--- src/rtl/mcu_if_pkg.sv ---
// Shared definitions for the MCU register-strobe controller.
// Holds the controller state encoding and the default parameter values.
package mcu_if_pkg;

  typedef enum logic [1:0] {
    IDLE   = 2'd0,
    STROBE = 2'd1,
    DONE   = 2'd2
  } rs_state_e;

  localparam int NUM_REGS_DEF    = 31;
  localparam int ADDR_W_DEF      = 5;
  localparam int SYNC_STAGES_DEF = 2;
  localparam int TIMEOUT_CYC_DEF = 255;

endpackage

--- src/rtl/mcu_sync_bit.sv ---
// Single-bit flop-chain synchroniser with asynchronous active-high reset.
// STAGES = 0 turns the block into a plain wire.
module mcu_sync_bit #(
  parameter int STAGES = 2
) (
  input  logic i_sys_clk,
  input  logic i_reset,
  input  logic i_d,
  output logic o_q
);

  genvar gi;

  generate
    if (STAGES == 0) begin : g_bypass
      assign o_q = i_d;
    end else begin : g_chain
      for (gi = 0; gi < STAGES; gi++) begin : g_stage
        logic q_reg;
        if (gi == 0) begin : g_first
          // first flop samples the asynchronous input
          always_ff @(posedge i_sys_clk or posedge i_reset) begin
            if (i_reset) q_reg <= 1'b0;
            else         q_reg <= i_d;
          end
        end else begin : g_next
          // later flops settle any metastability from the previous stage
          always_ff @(posedge i_sys_clk or posedge i_reset) begin
            if (i_reset) q_reg <= 1'b0;
            else         q_reg <= g_stage[gi-1].q_reg;
          end
        end
      end
      assign o_q = g_stage[STAGES-1].q_reg;
    end
  endgenerate

endmodule

--- src/rtl/mcu_rs_strobe_ctrl.sv ---
// MCU register-strobe controller: turns an asynchronous chip-select access
// into a single-cycle one-hot read or write strobe, with acknowledge,
// DONE-state timeout and optional sticky out-of-range address flag.
// Optional feature macro: RS_ADDR_ERR_EN (enables the o_addr_err flop).
module mcu_rs_strobe_ctrl
  import mcu_if_pkg::*;
#(
  parameter int NUM_REGS    = NUM_REGS_DEF,
  parameter int ADDR_W      = ADDR_W_DEF,
  parameter int SYNC_STAGES = SYNC_STAGES_DEF,
  parameter int TIMEOUT_CYC = TIMEOUT_CYC_DEF
) (
  input  logic                i_sys_clk,
  input  logic                i_reset,
  input  logic                i_cs,
  input  logic                i_r_neg_w,
  input  logic [ADDR_W-1:0]   i_addr,
  output logic [NUM_REGS-1:0] o_rd_vec,
  output logic [NUM_REGS-1:0] o_wr_vec,
  output logic                o_ack,
  output logic                o_busy,
  output logic                o_timeout,
  output logic                o_addr_err
);

  localparam int CNT_W = (TIMEOUT_CYC > 1) ? $clog2(TIMEOUT_CYC + 1) : 1;
  localparam logic [CNT_W-1:0] CNT_LAST =
    (TIMEOUT_CYC > 0) ? CNT_W'(TIMEOUT_CYC - 1) : '0;

  if ((2 ** ADDR_W) < NUM_REGS) begin : g_addr_w_check
    $error("ADDR_W too narrow to address NUM_REGS registers");
  end
  if ((SYNC_STAGES < 0) || (SYNC_STAGES > 3)) begin : g_sync_check
    $error("SYNC_STAGES must be in 0..3");
  end

  genvar gi;

  logic              cs_s;
  logic              rnw_s;
  rs_state_e         state_reg;
  logic [ADDR_W-1:0] addr_q;
  logic              dir_q;
  logic [CNT_W-1:0]  cnt_reg;
  logic              wait_low_reg;
  logic              timeout_reg;
  logic              start_access;
  logic [NUM_REGS-1:0] sel_vec;

  mcu_sync_bit #(.STAGES(SYNC_STAGES)) u_sync_cs (
    .i_sys_clk (i_sys_clk),
    .i_reset   (i_reset),
    .i_d       (i_cs),
    .o_q       (cs_s)
  );

  mcu_sync_bit #(.STAGES(SYNC_STAGES)) u_sync_rnw (
    .i_sys_clk (i_sys_clk),
    .i_reset   (i_reset),
    .i_d       (i_r_neg_w),
    .o_q       (rnw_s)
  );

  // a new access begins from IDLE (once re-armed) or on a direction change in DONE
  assign start_access = cs_s &&
                        (((state_reg == IDLE) && !wait_low_reg) ||
                         ((state_reg == DONE) && (rnw_s != dir_q)));

  // controller FSM with address/direction capture and DONE timeout
  always_ff @(posedge i_sys_clk or posedge i_reset) begin
    if (i_reset) begin
      state_reg    <= IDLE;
      addr_q       <= '0;
      dir_q        <= 1'b0;
      cnt_reg      <= '0;
      wait_low_reg <= 1'b0;
      timeout_reg  <= 1'b0;
    end else begin
      timeout_reg <= 1'b0;
      unique case (state_reg)
        IDLE: begin
          if (!cs_s) wait_low_reg <= 1'b0;
          if (start_access) begin
            state_reg <= STROBE;
            addr_q    <= i_addr;
            dir_q     <= rnw_s;
          end
        end
        STROBE: begin
          state_reg <= DONE;
          cnt_reg   <= '0;
        end
        DONE: begin
          if (!cs_s) begin
            state_reg <= IDLE;
          end else if (start_access) begin
            state_reg <= STROBE;
            addr_q    <= i_addr;
            dir_q     <= rnw_s;
          end else if ((TIMEOUT_CYC != 0) && (cnt_reg == CNT_LAST)) begin
            state_reg    <= IDLE;
            timeout_reg  <= 1'b1;
            wait_low_reg <= 1'b1;
          end else begin
            cnt_reg <= cnt_reg + 1'b1;
          end
        end
        default: state_reg <= IDLE;
      endcase
    end
  end

  // one-hot decode of the captured address; out-of-range decodes to zero
  generate
    for (gi = 0; gi < NUM_REGS; gi++) begin : g_dec
      assign sel_vec[gi] = (addr_q == ADDR_W'(gi));
    end
  endgenerate

  assign o_rd_vec  = ((state_reg == STROBE) &&  dir_q) ? sel_vec : '0;
  assign o_wr_vec  = ((state_reg == STROBE) && !dir_q) ? sel_vec : '0;
  assign o_ack     = (state_reg == DONE);
  assign o_busy    = (state_reg != IDLE);
  assign o_timeout = timeout_reg;

`ifdef RS_ADDR_ERR_EN
  logic addr_err_reg;

  // sticky flag: set when an access starts on an address with no register
  always_ff @(posedge i_sys_clk or posedge i_reset) begin
    if (i_reset) begin
      addr_err_reg <= 1'b0;
    end else if (start_access && (int'(i_addr) >= NUM_REGS)) begin
      addr_err_reg <= 1'b1;
    end
  end

  assign o_addr_err = addr_err_reg;
`else
  assign o_addr_err = 1'b0;
`endif

endmodule

--- config.mk ---
export PLATFORM = sky130hd
export DESIGN_NAME = mcu_rs_strobe_ctrl
export DESIGN_NICKNAME = d
export VERILOG_FILES = /design/src/rtl/mcu_if_pkg.sv /design/src/rtl/mcu_sync_bit.sv /design/src/rtl/mcu_rs_strobe_ctrl.sv
export SDC_FILE = /design/constraint.sdc
export NUM_CORES = 1
export LEC_CHECK = 0
export CELL_PAD_IN_SITES_DETAIL_PLACEMENT = 1
export CELL_PAD_IN_SITES_GLOBAL_PLACEMENT = 2
export CORE_MARGIN = 1.5
export CORE_UTILIZATION = 32
export DETAILED_ROUTE_END_ITERATION = 16
export DONT_BUFFER_PORTS = 1
export PLACE_DENSITY_LB_ADDON = 0.1
export SYNTH_ARGS = -nofsm -noshare
export SYNTH_HDL_FRONTEND = slang
export SYNTH_SLANG_ARGS = --single-unit
--- constraint.sdc ---
create_clock -name i_sys_clk -period 2.4 [get_ports i_sys_clk]
set_input_delay 0.24 -clock i_sys_clk [delete_from_list [all_inputs] [get_ports i_sys_clk]]
set_output_delay 0.24 -clock i_sys_clk [all_outputs]
set_load 0.01 [all_outputs]
==> results.txt <==
----------------------------------------------------
[Outcome]
  Run status ... finished, final reports clean

[Power and ir drop]
  Largest vdd supply drop ... 0.364 mV
  Static power due to leakage ... 0.580 nW
  Total power divided by cell area ... 965 nW/um^2

[Worst setup path]
  Top Family by Delay on Critical Path ... simple AND/OR/NAND/NOR gates
  Cell breakdown of the critical path ... nand2b_1 -> nor2_1 -> nand3b_1 -> nor2_1
  Maximum single-stage delay on the critical path ... 460 ps
  Critical path buffers and inverters ... 0
  Capturing element type of the critical path ... output port
  Data required time at the worst endpoint ... 2160 ps
  Path type of the worst setup path ... reg -> out
  Slowest cell on the critical path ... sky130_fd_sc_hd__dfrtp_1
  Maximum fanout along the worst path ... 8
  Arrival @ worst endpoint ... 1810 ps
  Most frequent cell on the critical path ... sky130_fd_sc_hd__nor2_1
  Startpoint type of the worst setup path ... flop

[Floorplanning]
  IO Pins ... 75
  Initial core utilization ... 33.9%
  Row count ... 23
  DIE HEIGHT ... 68.6 microns
  Floorplan die width ... 68.6 microns
  Die area ... 4700 sq um
  Core region area ... 4060 sq um

[Clock tree]
  Clock-pin transition on the worst setup and hold timing paths ... 80 ps
  Maximum buffer depth of the clock tree ... 2
  # clock sinks ... 22
  Clock root buffer ... sky130_fd_sc_hd__clkbuf_8
  Total CTS buffers ... 3
  Clock tree from TritonCTS ... done
  Max H-tree Level ... 1
  Clk Latency, worst-skew pair ... 260 ps

[Min path]
  Class of the tightest hold or removal check ... in -> async

[Finish]
  Total Nets Final ... 186
  Footprint of the multi-input gates ... 743 sq um
  Area of all placed cells without fillers ... 1480 sq um
  Area growth, synth to finish ... 7.55%
  Diode insertion count for antenna repair ... 0
  Most frequent cells in the layout ... sky130_fd_sc_hd__nor2_1 (73), sky130_fd_sc_hd__dfrtp_1 (22), sky130_fd_sc_hd__nand3_1 (9)
  Largest register FFs ... 8
  Layout filler cell count ... 512
  Ratio of cells with drive above 1 in the final layout ... 9.77%
  Most common library cell in the layout ignoring fill and taps ... sky130_fd_sc_hd__nor2_1
  Non-filler cells in the finished layout ... 224
  Footprint of the flip-flops and latches ... 551 sq um

[Placed design]
  Placed cell area ... 1390 sq um
  Final HPWL DP ... 2900 microns
  Post-placement setup slack ... 557 ps
  Port Buffer Count ... 0
  Instance count after placement with tap cells included ... 218
  Final GP Congestion ... 0.722

[Timing]
  Final number of hold-violating endpoints ... 0
  Final critical-path setup slack ... 348 ps
  Max-slew headroom ... 44.0%
  Minimum period implied by the final worst setup slack ... 2050 ps
  RSZ-0062 raised after global routing ... false
  Fin. max-slew vios ... 0
  Highest Clock Rate ... 0.487 GHz
  Worst-margin pin slew ... 839 ps
  Number of setup violations in the final report ... 0
  Period utilization ... 85.5%
  Worst clock skew ... 3.46 ps
  TNS Setup ... 0 ps
  Fin Hold WS ... 27.4 ps

[Logic synthesis]
  Cell type contributing the most total cell area after synthesis ... sky130_fd_sc_hd__dfrtp_1
  Post-synth top area share ... 40.0%
  Post-synth ARST share ... 100%
  Synth warn ... 0
  Proportion of synthesized chip area in sequential cells ... 40.0%
  Leading post-synthesis cells by cell area ... sky130_fd_sc_hd__dfrtp_1 (40%), sky130_fd_sc_hd__nor2_1 (20%), sky130_fd_sc_hd__mux2_2 (5.7%)
  Gate count after technology mapping ... 177
  Most instantiated flip-flop cell in the synthesis netlist ... sky130_fd_sc_hd__dfrtp_1
  Cell area after synthesis ... 1380 sq um
  Number of enable-type register cells in the synthesized netlist ... 0
  Yosys reg bits ... 22
  Number of distinct library cells after synthesis ... 41
  Average instance area after synthesis ... 7.77 sq um
  Net count after synthesis ... 188

[Route]
  Residual DRC ... 0
  Total vias in the final route ... 1237
  Detailed Route WL ... 3760 microns
  Count of antenna-violating nets left after detailed routing ... 0
  DRT iter0 DRCs ... 60
  Total iterations of the first detailed-routing run ... 4
  Average wire length per cell after detail routing ... 16.8 microns
  Ratio of routed vias to standard cells ... 5.52

[Flow run]
  Maximum capacitance violations ... 0

[GRT]
  Initial antenna violation count ... 0
  Total routing resource utilization after global routing ... 15.9%
  Overflow left after global routing ... 0
  Number of global-route vias before repair ... 1102
  First-pass GRT wire length ... 5530 microns
  Largest net degree at the start of global routing ... 23

----------------------------------------------------
[report_power, final]
part	switching, W	internal [W]	leakage [nW]	total (W)
sequential	0.000140	0.000447	0.281	0.000587
combinational	0.000330	0.000166	0.263	0.000496
clock	0.000121	0.000223	0.0357	0.000344
[metal layers]
metal	track usage, %	vias to the layer above	routed length, microns
met5	0	-	0
met3	1.79	5	192
met4	4.50	0	35
met2	30.9	56	1960
li1	-	582	-
met1	17.9	594	1570
[Yosys cell counts, types with 3 or more instances]
| library cell | count |
|---|---|
| sky130_fd_sc_hd__dfrtp_1 | 22 |
| sky130_fd_sc_hd__o21ai_0 | 3 |
| sky130_fd_sc_hd__nor3_1 | 3 |
| sky130_fd_sc_hd__nand2_1 | 6 |
| sky130_fd_sc_hd__mux2_2 | 7 |
| sky130_fd_sc_hd__inv_1 | 4 |
| sky130_fd_sc_hd__clkbuf_1 | 6 |
| sky130_fd_sc_hd__nand3b_1 | 5 |
| sky130_fd_sc_hd__nand3_1 | 9 |
| sky130_fd_sc_hd__nor2_1 | 73 |
[through the flow]
step	power (W)	util, %
CTS	0.00145	36.4
floorplan	0.00100	-
finish	0.00143	36.4
detailed placement	0.00110	34.2
global placement	0.00108	34.2
global route	0.00155	36.4
[path summary, 6_finish.rpt]
check                                                             start                       to  slack [ps]  cells past startpoint
min reg2reg                u_sync_cs.g_chain.g_stage[0].q_reg$_DFF_PP0_  u_sync_cs.o_q$_DFF_PP0_         360                      0
min                                                             i_reset      o_timeout$_DFF_PP0_          30                      1
max reg2reg                                    state_reg[0]$_DFFE_PP0P_   cnt_reg[2]$_DFFE_PP0P_         560                      6
max                                            state_reg[1]$_DFFE_PP0P_             o_wr_vec[26]         350                      4
max in group asynchronous                                       i_reset    addr_q[3]$_DFFE_PP0P_        1850                      1
min in group i_sys_clk                                        i_addr[3]    addr_q[3]$_DFFE_PP0P_         130                      1
[worst register-to-register path: stages, from the launching register on]
cell and delay, ps:
sky130_fd_sc_hd__dfrtp_1 420, sky130_fd_sc_hd__inv_2 90, sky130_fd_sc_hd__nand2_2 60, sky130_fd_sc_hd__clkinv_2 100, sky130_fd_sc_hd__or3b_1 370, sky130_fd_sc_hd__a22o_1 310, sky130_fd_sc_hd__a221o_1 370
[cells by family after synthesis]
| group | after synthesis | synth area share (%) |
|---|---|---|
| AND/OR/NAND/NOR | 113 | 37.1 |
| flip-flops | 22 | 40.0 |
| buffers and inverters | 16 | 5.91 |
| AO/OA/AOI/OAI | 14 | 7.83 |
| multiplexers | 7 | 5.73 |
| adder cells (fa/ha/maj) | 2 | 1.82 |
| XOR/XNOR | 2 | 1.27 |
| other | 1 | 0.273 |
[repair_timing]
action                                 in CTS  in global routing
hold buffers                                2                  0
buffers inserted                            0                  0
resized for setup                           0                  0
endpoints found under the hold margin       2                  0
[final cells by class]
cell class	count	share of cell area [%]
Tap cell	50	4.23
Sequential cell	22	37.2
Multi-Input combinational cell	139	50.3
Inverter	6	1.61
Timing Repair Buffer	3	1.86
Clock buffer	3	2.79
Clock inverter	1	2.03
Note: power is estimated with default switching activity, not from simulation.
